[src/rtl/timer_tick_multi_pkg.sv]
// Shared types and constants for the multi-channel tick generator.
package timer_pkg;

   typedef enum logic {ST_IDLE, ST_RUN} state_e;

   localparam logic        MODE_PERIODIC = 1'b0;
   localparam logic        MODE_ONESHOT  = 1'b1;
   localparam int unsigned DEF_PERIOD    = 2400;

   // Channel-index width; a single channel still gets a 1-bit index.
   function automatic int ld_width(input int n);
      return (n > 1) ? $clog2(n) : 1;
   endfunction

endpackage

[src/rtl/timer_tick_multi_if.sv]
// Control/status bundle between the tick generator and its client logic.
interface timer_tick_multi_if #(
   parameter int NCH   = 4,
   parameter int CNT_W = 16
);
   import timer_pkg::*;

   localparam int LD_W = ld_width(NCH);

   logic [NCH-1:0]   start;
   logic [NCH-1:0]   stop;
   logic             ld_en;
   logic [LD_W-1:0]  ld_ch;
   logic [CNT_W-1:0] ld_period;
   logic             ld_oneshot;
   logic [NCH-1:0]   tick;
   logic [NCH-1:0]   busy;

   modport master (
      output start, stop, ld_en, ld_ch, ld_period, ld_oneshot,
      input  tick, busy
   );

   modport slave (
      input  start, stop, ld_en, ld_ch, ld_period, ld_oneshot,
      output tick, busy
   );

endinterface

[src/rtl/timer_tick_multi_chan.sv]
// One tick channel: shadow/active period and mode, counter, IDLE/RUN state.
module timer_tick_chan
   import timer_pkg::*;
#(
   parameter int          CNT_W      = 16,
   parameter int unsigned DEF_PERIOD = timer_pkg::DEF_PERIOD
) (
   input  logic             clk_in,
   input  logic             reset,
   input  logic             start,
   input  logic             stop,
   input  logic             ld_en,
   input  logic [CNT_W-1:0] ld_period,
   input  logic             ld_oneshot,
   output logic             tick,
   output logic             busy
);

   state_e           state_q, state_d;
   logic [CNT_W-1:0] cnt_q, cnt_d;
   logic [CNT_W-1:0] shadow_period_q, shadow_period_d;
   logic [CNT_W-1:0] active_period_q, active_period_d;
   logic             shadow_mode_q, shadow_mode_d;
   logic             active_mode_q, active_mode_d;
   logic             tick_q, tick_d;

   always_comb begin
      // NOTE: every output of this block gets a default first so no path can infer a latch.
      shadow_period_d = ld_en ? ld_period  : shadow_period_q;
      shadow_mode_d   = ld_en ? ld_oneshot : shadow_mode_q;
      active_period_d = active_period_q;
      active_mode_d   = active_mode_q;
      state_d         = state_q;
      cnt_d           = cnt_q;
      tick_d          = 1'b0;

      // Copies take the _d shadow so a load in the same cycle is picked up.
      unique case (state_q)
         ST_IDLE: begin
            cnt_d = '0;
            if (start) begin
               state_d         = ST_RUN;
               active_period_d = shadow_period_d;
               active_mode_d   = shadow_mode_d;
            end
         end
         ST_RUN: begin
            if (start) begin
               cnt_d           = '0;
               active_period_d = shadow_period_d;
               active_mode_d   = shadow_mode_d;
            end else if (stop) begin
               state_d = ST_IDLE;
               cnt_d   = '0;
            end else if (cnt_q == active_period_q) begin
               cnt_d  = '0;
               tick_d = 1'b1;
               if (active_mode_q == MODE_ONESHOT) begin
                  state_d = ST_IDLE;
               end else begin
                  active_period_d = shadow_period_d;
                  active_mode_d   = shadow_mode_d;
               end
            end else begin
               cnt_d = cnt_q + CNT_W'(1);
            end
         end
         default: state_d = ST_IDLE;
      endcase
   end

   always_ff @(posedge clk_in) begin
      // NOTE: state registers use non-blocking assignments so every flop samples pre-edge values.
      if (!reset) begin
         state_q         <= ST_IDLE;
         cnt_q           <= '0;
         shadow_period_q <= CNT_W'(DEF_PERIOD);
         active_period_q <= CNT_W'(DEF_PERIOD);
         shadow_mode_q   <= MODE_PERIODIC;
         active_mode_q   <= MODE_PERIODIC;
         tick_q          <= 1'b0;
      end else begin
         state_q         <= state_d;
         cnt_q           <= cnt_d;
         shadow_period_q <= shadow_period_d;
         active_period_q <= active_period_d;
         shadow_mode_q   <= shadow_mode_d;
         active_mode_q   <= active_mode_d;
         tick_q          <= tick_d;
      end
   end

   assign tick = tick_q;
   assign busy = (state_q == ST_RUN);

endmodule

[src/rtl/timer_tick_multi.sv]
// Multi-channel programmable tick generator: NCH independent channels plus load decode.
module timer_tick_multi #(
   parameter int          CNT_W      = 16,
   parameter int          NCH        = 4,
   parameter int unsigned DEF_PERIOD = timer_pkg::DEF_PERIOD
) (
   input  logic               clk_in,
   input  logic               reset,
   timer_tick_multi_if.slave  bus
);
   import timer_pkg::*;

   localparam int LD_W = ld_width(NCH);

   logic [NCH-1:0] tick_v;
   logic [NCH-1:0] busy_v;

   // Indices at or above NCH match no channel, so such loads are dropped.
   for (genvar i = 0; i < NCH; i++) begin : g_chan
      logic ld_hit;
      assign ld_hit = bus.ld_en && (bus.ld_ch == LD_W'(i));

      timer_tick_chan #(
         .CNT_W      (CNT_W),
         .DEF_PERIOD (DEF_PERIOD)
      ) u_chan (
         .clk_in     (clk_in),
         .reset      (reset),
         .start      (bus.start[i]),
         .stop       (bus.stop[i]),
         .ld_en      (ld_hit),
         .ld_period  (bus.ld_period),
         .ld_oneshot (bus.ld_oneshot),
         .tick       (tick_v[i]),
         .busy       (busy_v[i])
      );
   end

   assign bus.tick = tick_v;
   assign bus.busy = busy_v;

endmodule

[src/flat_wrapper.sv]
// flat-port wrapper written by rule: the top's interface ports become plain ports
module timer_tick_multi_flat import timer_pkg::*;
#(
   parameter int          CNT_W      = 16,
   parameter int          NCH        = 4,
   parameter int unsigned DEF_PERIOD = timer_pkg::DEF_PERIOD
)
  (clk_in, reset, bus_start, bus_stop, bus_ld_en, bus_ld_ch, bus_ld_period, bus_ld_oneshot, bus_tick, bus_busy);
  timer_tick_multi_if #(.NCH(NCH), .CNT_W(CNT_W)) bus_i ();
  input  logic clk_in;
  input  logic reset;
  input wire logic [$bits(bus_i.start)-1:0] bus_start;
  input wire logic [$bits(bus_i.stop)-1:0] bus_stop;
  input wire logic [$bits(bus_i.ld_en)-1:0] bus_ld_en;
  input wire logic [$bits(bus_i.ld_ch)-1:0] bus_ld_ch;
  input wire logic [$bits(bus_i.ld_period)-1:0] bus_ld_period;
  input wire logic [$bits(bus_i.ld_oneshot)-1:0] bus_ld_oneshot;
  output wire logic [$bits(bus_i.tick)-1:0] bus_tick;
  output wire logic [$bits(bus_i.busy)-1:0] bus_busy;
  assign bus_i.start = bus_start;
  assign bus_i.stop = bus_stop;
  assign bus_i.ld_en = bus_ld_en;
  assign bus_i.ld_ch = bus_ld_ch;
  assign bus_i.ld_period = bus_ld_period;
  assign bus_i.ld_oneshot = bus_ld_oneshot;
  assign bus_tick = bus_i.tick;
  assign bus_busy = bus_i.busy;
  timer_tick_multi #(.CNT_W(CNT_W), .NCH(NCH), .DEF_PERIOD(DEF_PERIOD)) u_core (.clk_in(clk_in), .reset(reset), .bus(bus_i));
endmodule
[config.mk]
export PLATFORM = sky130hd
export DESIGN_NAME = timer_tick_multi_flat
export DESIGN_NICKNAME = d
export VERILOG_FILES = /design/src/rtl/timer_tick_multi_pkg.sv /design/src/rtl/timer_tick_multi_if.sv /design/src/rtl/timer_tick_multi_chan.sv /design/src/rtl/timer_tick_multi.sv /design/src/flat_wrapper.sv
export SDC_FILE = /design/constraint.sdc
export NUM_CORES = 1
export LEC_CHECK = 0
export CORE_ASPECT_RATIO = 1.75
export CORE_MARGIN = 2
export CORE_UTILIZATION = 61
export CTS_BUF_LIST = sky130_fd_sc_hd__clkbuf_4
export CTS_CLUSTER_SIZE = 12
export DETAILED_ROUTE_END_ITERATION = 8
export GPL_ROUTABILITY_DRIVEN = 0
export MAX_ROUTING_LAYER = met4
export PLACE_DENSITY = 0.8
export SLEW_MARGIN = 20
export SYNTH_ARGS = -nofsm -noshare
export SYNTH_HDL_FRONTEND = slang
export SYNTH_HIERARCHICAL = 1
export SYNTH_SLANG_ARGS = --single-unit
[constraint.sdc]
create_clock -name clk_in -period 3.6 [get_ports clk_in]
set_input_delay 0.54 -clock clk_in [delete_from_list [all_inputs] [get_ports clk_in]]
set_output_delay 0.54 -clock clk_in [all_outputs]
set_load 0.01 [all_outputs]
==> results.txt, run 1 <==
Setup TNS Final = 0 ps
Die ar. = 0.01712 mm2
First-pass GRT wire length = 35,510 um
Post-route insts no fill = 1,325
Critical Path Slowest Stage Cell = nand4_2
Crit path DAT = 2880 ps
Int Pwr = 3.472 mW
Initial antenna violation count = 1
IO Pins = 38
CP endpoint = u_core/g_chan[0].u_chan/active_period_q[11]
Buf/Inv on CP = 1
Max Root-Sink Buffers = 3
Hold crit path type = in2reg
Sequential area share after synthesis = 0.4254
Switching part of the total power = 0.2479
RR Endpoint = u_core/g_chan[0].u_chan/active_period_q[11]
Biggest cell delay along the critical path = 580 ps
VDD IR max = 0.2677 mV
CTS Root Cell = clkbuf_4
Clock Pin Slew Worst Setup and Hold Paths = 70 ps
Synth Instances = 1,044
Cell Rows = 61
# Post-CTS Setup Buffers = 0
Height of the die = 171.6 um
Critical Path RT = 4090 ps
Post-Syn Nets = 1,078
Commonest non-fill, non-tap cell in the layout = dfxtp_1
CP Depth = 6
Core area = 0.01580 mm2
Post-synth cell types = 38
Hold bufs inserted after CTS = 0
Worst-Margin Slew = 844.2 ps
Kind of critical path = reg2reg
Fin crit period = 2389 ps
Final worst-path cycle share = 0.6636
Max Slew Vio Count = 0
Synth Register Bits = 208
Max transition margin = 0.4351
DRT Wirelength = 21,480 um
Area growth from synthesis to layout = 11.12%
Synthesis Warnings = 6
Worst Skew = 30.22 ps
Setup slack, reg-to-reg = 1210 ps
Post-DR vias/cell = 5.768
Clock sink count = 208
Cell family with the largest share of critical-path delay = simple AND/OR/NAND/NOR gates
Launch point of the critical path = u_core/g_chan[0].u_chan/active_period_q[0]
Post-Syn Area = 0.009788 mm2
DRC viols = 0
Top cell type's share of synthesized area = 0.4254
Cts bufs inserted = 48
Routed vias = 7,642
RSZ-0062 raised after global routing = no
Clock share of power = 0.403
MaxCap Viol Count = 0
Largest net degree at the start of global routing = 37
Antenna Nets Post-Route = 0
Pre-Repair DR Iteration Count = 7
Cell Chain, Critical Path = xor2_1, nor4_1, nand4_2, buf_4, nor3_1, a211oi_2
Final hold violations = 0
Gr usage total = 0.2592
Number of global-route vias before repair = 7,371
Die X = 99.76 um
Commonest non-fill, non-tap cells in the layout = 208 x dfxtp_1, 102 x nor2_1, 87 x xor2_1
Clk_lat worst skew = 610 ps
Maximum clock rate = 418.6 MHz
Yosys top cell by area = dfxtp_1
CP endpoint kind = flop
CTS tree = built
H-tree depth = 2
Syn Area/Cell = 9.376 um2
Status = complete, no violations
Setup crit start kind = flop
Pwr per Cell Area = 424.4 mW/mm2
Initial core utilization = 0.6195
Static Leakage = 3.871 nW
DRT iter0 DRCs = 329
GR Overflow Total = 0
Post-DP HPWL = 14,880 um
Routed len/inst = 16.21 um
Worst Path Max Fanout = 19
Dominant cells by area after synthesis = dfxtp_1 43%, xor2_1 7.8%, mux2i_1 7.0%
Logic pwr share = 0.075
R2R Path Start = u_core/g_chan[0].u_chan/active_period_q[0]
Net Switching = 1.144 mW
Setup violators final = 0
Reg2reg path depth = 6
Filler Cell Count = 1,289
Placed cell count = 1,235
Layout cell share with drive strength beyond 1 = 0.1515
Fin nets = 1,130
Number of I/O port buffers = 37
Sequential share of power = 0.522
# resized after CTS = 0
[flip-flops by register name, indices dropped and copies added, names as in the netlist]
name	cells
u_core/g_chan.u_chan/active_period_q	64
u_core/g_chan.u_chan/shadow_mode_q	4
u_core/g_chan.u_chan/shadow_period_q	64
u_core/g_chan.u_chan/busy	4
u_core/g_chan.u_chan/cnt_q	64
u_core/g_chan.u_chan/tick	4
u_core/g_chan.u_chan/active_mode_q	4
[worst min path at each step]
stage,end,cells after the start,from
3_3_place_gp,u_core/g_chan[2].u_chan/cnt_q[0],1,u_core/g_chan[2].u_chan/cnt_q[0]
6_report,u_core/g_chan[3].u_chan/shadow_period_q[8],2,reset
5_1_grt,u_core/g_chan[2].u_chan/shadow_period_q[11],2,reset
3_5_place_dp,u_core/g_chan[2].u_chan/cnt_q[0],1,u_core/g_chan[2].u_chan/cnt_q[0]
4_1_cts,u_core/g_chan[2].u_chan/shadow_period_q[11],2,reset
2_1_floorplan,u_core/g_chan[0].u_chan/cnt_q[0],1,u_core/g_chan[0].u_chan/cnt_q[0]
[per-stage QoR]
stage | hold WS, ps | setup WS, ps | utilization | instance area, um2 | power, mW
2_1_floorplan | 435.3 | 1732 | - | 9788 | 2.675
3_3_place_gp | 455.1 | 935.6 | 0.6490 | 10250 | 2.797
3_5_place_dp | 470.1 | 879.8 | 0.6490 | 10250 | 2.804
4_1_cts | 415.8 | 1231 | 0.6883 | 10870 | 4.669
5_1_grt | 435.1 | 1019 | 0.6884 | 10880 | 4.826
6_report | 465.1 | 1211 | 0.6884 | 10880 | 4.616
[power by group through the flow]
stage          Combinational, mW  Clock [mW]  Sequential (mW)
3_3_place_gp               0.339           0             2.46
3_5_place_dp               0.344           0             2.46
6_report                   0.348        1.86             2.41
2_1_floorplan              0.227           0             2.45
5_1_grt                    0.376        2.04             2.41
4_1_cts                    0.346        1.92             2.41
[synth_stat cells]
cell and number:
mux2i_1 68, and3b_1 2, inv_1 13, and3_2 1, o21ai_1 4, nand3_2 4
or2_2 3, nor2_1 102, ha_1 4, dfxtp_1 208, xor2_1 87, and2_1 4
o211ai_1 12, a211oi_2 16, nand2b_1 12, buf_1 1, o21ai_0 20, nor2b_1 68
buf_2 15, clkbuf_1 27, nor3b_2 1, a22oi_1 52, xnor2_1 33, nor4_2 6
buf_4 3, nand4_2 4, and3_1 6, nor3b_1 4, nor3_2 4, nor4_1 10
nor3_1 25, and4_1 4, buf_6 6, nand2_1 86, nand3_1 78, o211ai_2 36
nand4_1 11, o21a_1 4
[logic make-up (layout without fill, tap and decap cells)]
logic type	after synthesis	count (layout)	synth area share
AOI/OAI and AO/OA	144	144	0.1309
xor gates and xnor gates	120	120	0.1074
adders and majority gates	4	4	0.005113
buffers and inverters	65	156	0.03260
DFF	208	208	0.4254
muxes	68	68	0.06954
other	0	1	0
and+or+nand+nor	435	435	0.2291
[layer usage]
layer | track usage | vias to the layer above | share of wire
met5 | - | - | 0
met3 | 0.03901 | 53 | 0.042
li1 | - | 3790 | -
met2 | 0.4451 | 201 | 0.51
met4 | 0.1072 | 0 | 0.028
met1 | 0.3017 | 3598 | 0.42
[final cells by class]
cell class                      count  area (um2)  area share
Multi-Input combinational cell    771        5311      0.4883
Sequential cell                   208        4164      0.3828
Timing Repair Buffer               54       493.0     0.04532
Clock buffer                       76       570.5     0.05246
Clock inverter                     13       50.05    0.004601
Antenna cell                        1       2.502   0.0002301
Tap cell                          189       236.5     0.02174
Inverter                           13       48.80    0.004486
Power figures use the tool's default switching activity.
==> run 2: changes to the inputs <==
Settings changed: CORE_UTILIZATION 61 to 57, PLACE_DENSITY 0.8 to 0.78.
Clock period 3.6 ns to 1.9 ns, I/O delays scaled along.
==> run 2 against run 1 <==
Effect of this change: combinational power is 110% higher; non-clock buffer count is 31 higher; register-to-register slack worse by 1100 ps; flip-flop and latch count stayed put; sequential share of layout area is 1.4 points lower; die area is 6.8% higher; final cell count is 4.4% higher; critical path type is now reg2out.
==> results.txt, run 2 (synthesized netlist as in run 1, its figures left out) <==
Status = complete, no violations
DRC viols = 0 (unchanged)
Finished Core Util = 0.6690 (-0.01948)
Layout cell share with drive strength beyond 1 = 0.1714 (+0.01989)
Pwr per Cell Area = 780.4 mW/mm2 (+84%)
Maximum clock rate = 555.6 MHz
Clock Pin Slew Worst Setup and Hold Paths = 80 ps (about the same)
H-tree depth = 2 (unchanged)
Commonest non-fill, non-tap cell in the layout = dfxtp_1
Max Root-Sink Buffers = 3 (unchanged)
Max Slew Vio Count = 0 (unchanged)
DRT iter0 DRCs = 357 (+8.5%)
Number of I/O port buffers = 37 (unchanged)
Post-DP HPWL = 15,830 um (+6.4%)
Kind of critical path = reg2out
Routed len/inst = 16.66 um (+2.8%)
Antenna Nets Post-Route = 0 (unchanged)
RSZ-0062 raised after global routing = no
Critical Path RT = 1620 ps (-2470 ps)
Setup crit start kind = flop
Commonest non-fill, non-tap cells in the layout = 208 x dfxtp_1, 102 x nor2_1, 87 x xor2_1
Die X = 103.1 um (+3.3%)
Total power = 8.806 mW (+91%)
Routed vias = 7,862 (+2.9%)
CTS Root Cell = clkbuf_4
IO Pins = 38 (unchanged)
WHS Endpoint = u_core/g_chan[3].u_chan/tick
VDD IR max = 0.4628 mV (+73%)
Initial antenna violation count = 1 (unchanged)
Fin nets = 1,160 (+2.7%)
Clock sink count = 208 (unchanged)
Clk_lat worst skew = 620 ps (about the same)
Core area = 0.01687 mm2 (+6.8%)
Fin crit period = 1800 ps
Worst Skew = 21.04 ps (-9.186 ps)
Buf/Inv on CP = 1 (unchanged)
Biggest cell delay along the critical path = 540 ps (-40 ps)
Worst-Margin Slew = 504.6 ps (-339.6 ps)
CTS tree = built
Cts bufs inserted = 47 (-2.1%)
Crit path DAT = 1510 ps (-1370 ps)
Max transition margin = 0.6600 (+0.2249)
Cell Chain, Critical Path = clkdlybuf4s50_1
DRT Wirelength = 23,040 um (+7.3%)
MaxCap Viol Count = 0 (unchanged)
Reg2reg path depth = 6 (unchanged)
Hold crit path type = in2reg
R2R Path Start = u_core/g_chan[0].u_chan/active_period_q[0]
Cell Rows = 63 (+3.3%)
Setup slack, reg-to-reg = 100 ps (-1110 ps)
Gr usage total = 0.2682 (+0.009006)
Final Instance Area = 0.01128 mm2 (+3.8%)
Initial core utilization = 0.5803 (-0.03929)
Post-DR vias/cell = 5.685 (-1.4%)
Final worst-path cycle share = 0.9473
Height of the die = 177.4 um (+3.4%)
Worst Path Max Fanout = 3 (-16)
Largest regs = u_core/g_chan.u_chan/active_period_q (64), u_core/g_chan.u_chan/cnt_q (64), u_core/g_chan.u_chan/shadow_period_q (64)
Final hold violations = 0 (unchanged)
Setup violators final = 0 (unchanged)
Placement-stage cell area = 0.01065 mm2 (+3.9%)
CP endpoint kind = primary output
Pre-Repair DR Iteration Count = 5 (-2)
Static Leakage = 4.052 nW (+4.7%)
Hold path depth = 3 (+1)
Hold Crit Start = bus_stop[3]
Setup TNS Final = 0 ps (unchanged)
First-pass GRT wire length = 38,300 um (+7.9%)
RR Endpoint = u_core/g_chan[0].u_chan/active_period_q[5]
Area growth from synthesis to layout = 15.29%
Largest net degree at the start of global routing = 63 (+70%)
Critical Path Slowest Stage Cell = clkdlybuf4s50_1
Number of global-route vias before repair = 8,037 (+9.0%)
GR Overflow Total = 0 (unchanged)
Cell family with the largest share of critical-path delay = buffers and inverters
Die ar. = 0.01828 mm2 (+6.8%)
==> run 2: changes by cell type in the layout (fill, tap and decap cells not counted), sizes merged <==
cell,before,now
dlygate4sd3,0,1
bufinv,0,1
clkinv,11,5
inv,15,14
buf,18,48
clkbuf,76,71
==> run 2: per-layer routing <==
metal | track usage | share of wire
met5 | - | 0
met4 | 0.1272 | 0.035
met3 | 0.04096 | 0.045
met2 | 0.4692 | 0.53
met1 | 0.2912 | 0.39
==> run 2: stage by stage <==
stage	setup WS (ps)	instances	hold WS, ps
floorplan	286.6	1044	435.3
global placement	-75.29	1303	453.0
detailed placement	-123.6	1303	459.1
CTS	67.77	1382	344.4
global route	2.325	1383	369.2
finish	100.2	1383	369.4
==> run 2: layout make-up <==
type	count	area (um2)
Clock inverter	7	52.55
Antenna cell	1	2.502
Timing Repair Buffer	85	853.3
Multi-Input combinational cell	771	5346
Tap cell	227	284.0
Sequential cell	208	4164
Inverter	13	48.80
Fill cell	1433	5584
Clock buffer	71	533.0
==> run 2: power by group <==
part           leakage [nW]  internal [mW]  switching, mW
logic                  2.01          0.320          0.403
registers              1.69           4.48         0.0885
clock network         0.353           1.82           1.69
==> run 2: worst max-delay path by stage <==
stage | startpoint | slack, ps | to | cells past startpoint
final | u_core/g_chan[3].u_chan/busy | 100 | bus_busy[3] | 1
after global routing | u_core/g_chan[0].u_chan/cnt_q[0] | 2 | u_core/g_chan[0].u_chan/active_period_q[5] | 6
after CTS | u_core/g_chan[0].u_chan/busy | 70 | bus_busy[0] | 1
after detailed placement | bus_ld_ch[1] | -120 | u_core/g_chan[2].u_chan/active_period_q[8] | 7
after global placement | bus_ld_ch[1] | -80 | u_core/g_chan[3].u_chan/active_period_q[11] | 7
after floorplan | bus_ld_ch[1] | 290 | u_core/g_chan[1].u_chan/active_period_q[11] | 7
==> run 2: worst register-to-register path, stage by stage (launching register included) <==
cell and delay (ps):
dfxtp_1 330, xor2_1 190, nor4_2 380, nand4_2 230, buf_12 230, nor3_1 270, a211oi_2 50
==> run 2: repair_timing <==
item	CTS	global route
setup buffers	0	0
setup endpoints to repair	3	38
gates resized for setup	1	4
cloned	0	0
hold endpoints to repair	1	0
hold buffers	1	0
==> run 3: changes to the inputs <==
Settings changed: PLACE_DENSITY 0.78 to unset, PLACE_DENSITY_LB_ADDON set to 0.08.
==> run 3 against run 2 <==
Effect of this change: sequential power hardly changed; sequential share of layout area up 0.062 points; die area unchanged; clock skew shrank 5.7 ps; flip-flop and latch count unchanged; critical path type unchanged; critical endpoint unchanged; largest cell class unchanged.
==> results.txt, run 3 (synthesized netlist as in run 1, its figures left out) <==
Filler Cell Count = 1,527 (+6.6%)
Worst setup margin = 118.3 ps (+18.10 ps)
Critical Path Slowest Stage Cell = clkdlybuf4s50_1
Largest net degree at the start of global routing = 37 (-41%)
Max Root-Sink Buffers = 3 (unchanged)
Max Slew Vio Count = 0 (unchanged)
Post-DP HPWL = 15,550 um (-1.8%)
Area of the multi-input gates = 0.005346 mm2 (unchanged)
Status = complete, no violations
Fin crit period = 1782 ps (-18.10 ps)
Core area = 0.01687 mm2 (unchanged)
Clock sink count = 208 (unchanged)
Post-DR vias/cell = 5.487 (-3.5%)
Pre-Repair DR Iteration Count = 4 (-1)
Layout cell share with drive strength beyond 1 = 0.1720 (+0.0005680)
Area growth from synthesis to layout = 15.10%
Pre-CTS setup slack = -115.7 ps (+7.952 ps)
Number of global-route vias before repair = 7,459 (-7.2%)
Gr usage total = 0.2586 (-0.009686)
Clock Pin Slew Worst Setup and Hold Paths = 70 ps (about the same)
CTS Root Cell = clkbuf_4
Buf/Inv on CP = 1 (unchanged)
VDD IR max = 0.4248 mV (-8.2%)
Met3 Routed Length = 924 um (-10%)
Final worst-path cycle share = 0.9377 (-0.009528)
Static Leakage = 4.084 nW (+0.78%)
RSZ-0062 raised after global routing = no
Critical Path RT = 1620 ps (about the same)
Die ar. = 0.01828 mm2 (unchanged)
Top layer in use = met4
Pwr per Cell Area = 761.8 mW/mm2 (-2.4%)
Final hold violations = 0 (unchanged)
CTS tree = built
First-pass GRT wire length = 36,600 um (-4.4%)
Worst Skew = 15.31 ps (-5.725 ps)
Routed len/inst = 16.02 um (-3.9%)
CP endpoint kind = primary output
Max transition margin = 0.6290 (-0.03105)
Setup crit start kind = flop
Kind of critical path = reg2out
Initial core utilization = 0.5803 (unchanged)
DRC viols = 0 (unchanged)
Cts bufs inserted = 49 (+4.3%)
Commonest non-fill, non-tap cells in the layout = 208 x dfxtp_1, 102 x nor2_1, 87 x xor2_1
DRT Wirelength = 22,180 um (-3.7%)
Worst-Margin Slew = 556.5 ps (+51.91 ps)
Cell Rows = 63 (unchanged)
WHS = 45.26 ps (-324.1 ps)
Die X = 103.1 um (unchanged)
Routed vias = 7,599 (-3.3%)
# Post-CTS Setup Buffers = 0 (unchanged)
Maximum clock rate = 561.3 MHz (+1.0%)
Cell family with the largest share of critical-path delay = buffers and inverters
MaxCap Viol Count = 0 (unchanged)
Initial antenna violation count = 1 (unchanged)
H-tree depth = 2 (unchanged)
Routed wl met2 = 11,360 um (-7.2%)
Hold crit path type = in2reg
Commonest non-fill, non-tap cell in the layout = dfxtp_1
Crit path DAT = 1500 ps (about the same)
Largest regs = u_core/g_chan.u_chan/active_period_q (64), u_core/g_chan.u_chan/cnt_q (64), u_core/g_chan.u_chan/shadow_period_q (64)
Antenna Nets Post-Route = 0 (unchanged)
Register Area = 0.004164 mm2 (unchanged)
DRT iter0 DRCs = 181 (-49%)
Worst Path Max Fanout = 3 (unchanged)
GR Overflow Total = 0 (unchanged)
IO Pins = 38 (unchanged)
Cell Chain, Critical Path = clkdlybuf4s50_1
Setup violators final = 0 (unchanged)
Number of I/O port buffers = 37 (unchanged)
Biggest cell delay along the critical path = 540 ps (about the same)
Clk_lat worst skew = 630 ps (about the same)
Fin nets = 1,166 (+0.52%)
Height of the die = 177.4 um (unchanged)
Post-Route M1 WL = 9168 um (+2.3%)
[run 3: final timing paths]
check | startpoint | endpoint | slack [ps] | cells past startpoint
setup / recovery | u_core/g_chan[3].u_chan/busy | bus_busy[3] | 120 | 1
hold / removal | reset | u_core/g_chan[0].u_chan/busy | 50 | 2
setup reg to reg | u_core/g_chan[0].u_chan/active_period_q[0] | u_core/g_chan[0].u_chan/cnt_q[13] | 180 | 6
hold reg to reg | u_core/g_chan[1].u_chan/cnt_q[0] | u_core/g_chan[1].u_chan/cnt_q[0] | 480 | 1
[run 3: timing repair]
item | CTS | global route
gates resized for setup | 0 | 8
setup endpoints to repair | 0 | 47
hold buffers | 0 | 0
[run 3: metal layers]
layer / up-vias / track usage
met4: 0 / 0.1107
li1: 3840 / -
met3: 48 / 0.04963
met5: - / -
met2: 146 / 0.4345
met1: 3565 / 0.2959
[run 3: metrics by stage]
stage / power [mW] / util / cells / TNS [ps] / cell area (um2)
6_report: 8.582 / 0.6679 / 1385 / 0 / 11270
5_1_grt: 9.000 / 0.6679 / 1385 / 0 / 11270
3_3_place_gp: 5.360 / 0.6329 / 1308 / -1886 / 10680
4_1_cts: 8.700 / 0.6652 / 1384 / 0 / 11220
3_5_place_dp: 5.372 / 0.6329 / 1308 / -3649 / 10680
2_1_floorplan: 5.068 / - / 1044 / 0 / 9788
[run 3: area by class of cell]
class,count,area share
Sequential cell,208,0.3696
Inverter,13,0.004331
Tap cell,227,0.02521
Multi-Input combinational cell,771,0.4746
Antenna cell,1,0.0002221
Clock inverter,7,0.002332
Clock buffer,69,0.04598
Timing Repair Buffer,89,0.07774
[run 3: power breakdown]
part / switching (mW) / internal [mW] / total, mW
combinational: 0.390 / 0.321 / 0.712
clock: 1.66 / 1.64 / 3.30
sequential: 0.0855 / 4.48 / 4.57
total: 2.14 / 6.44 / 8.58
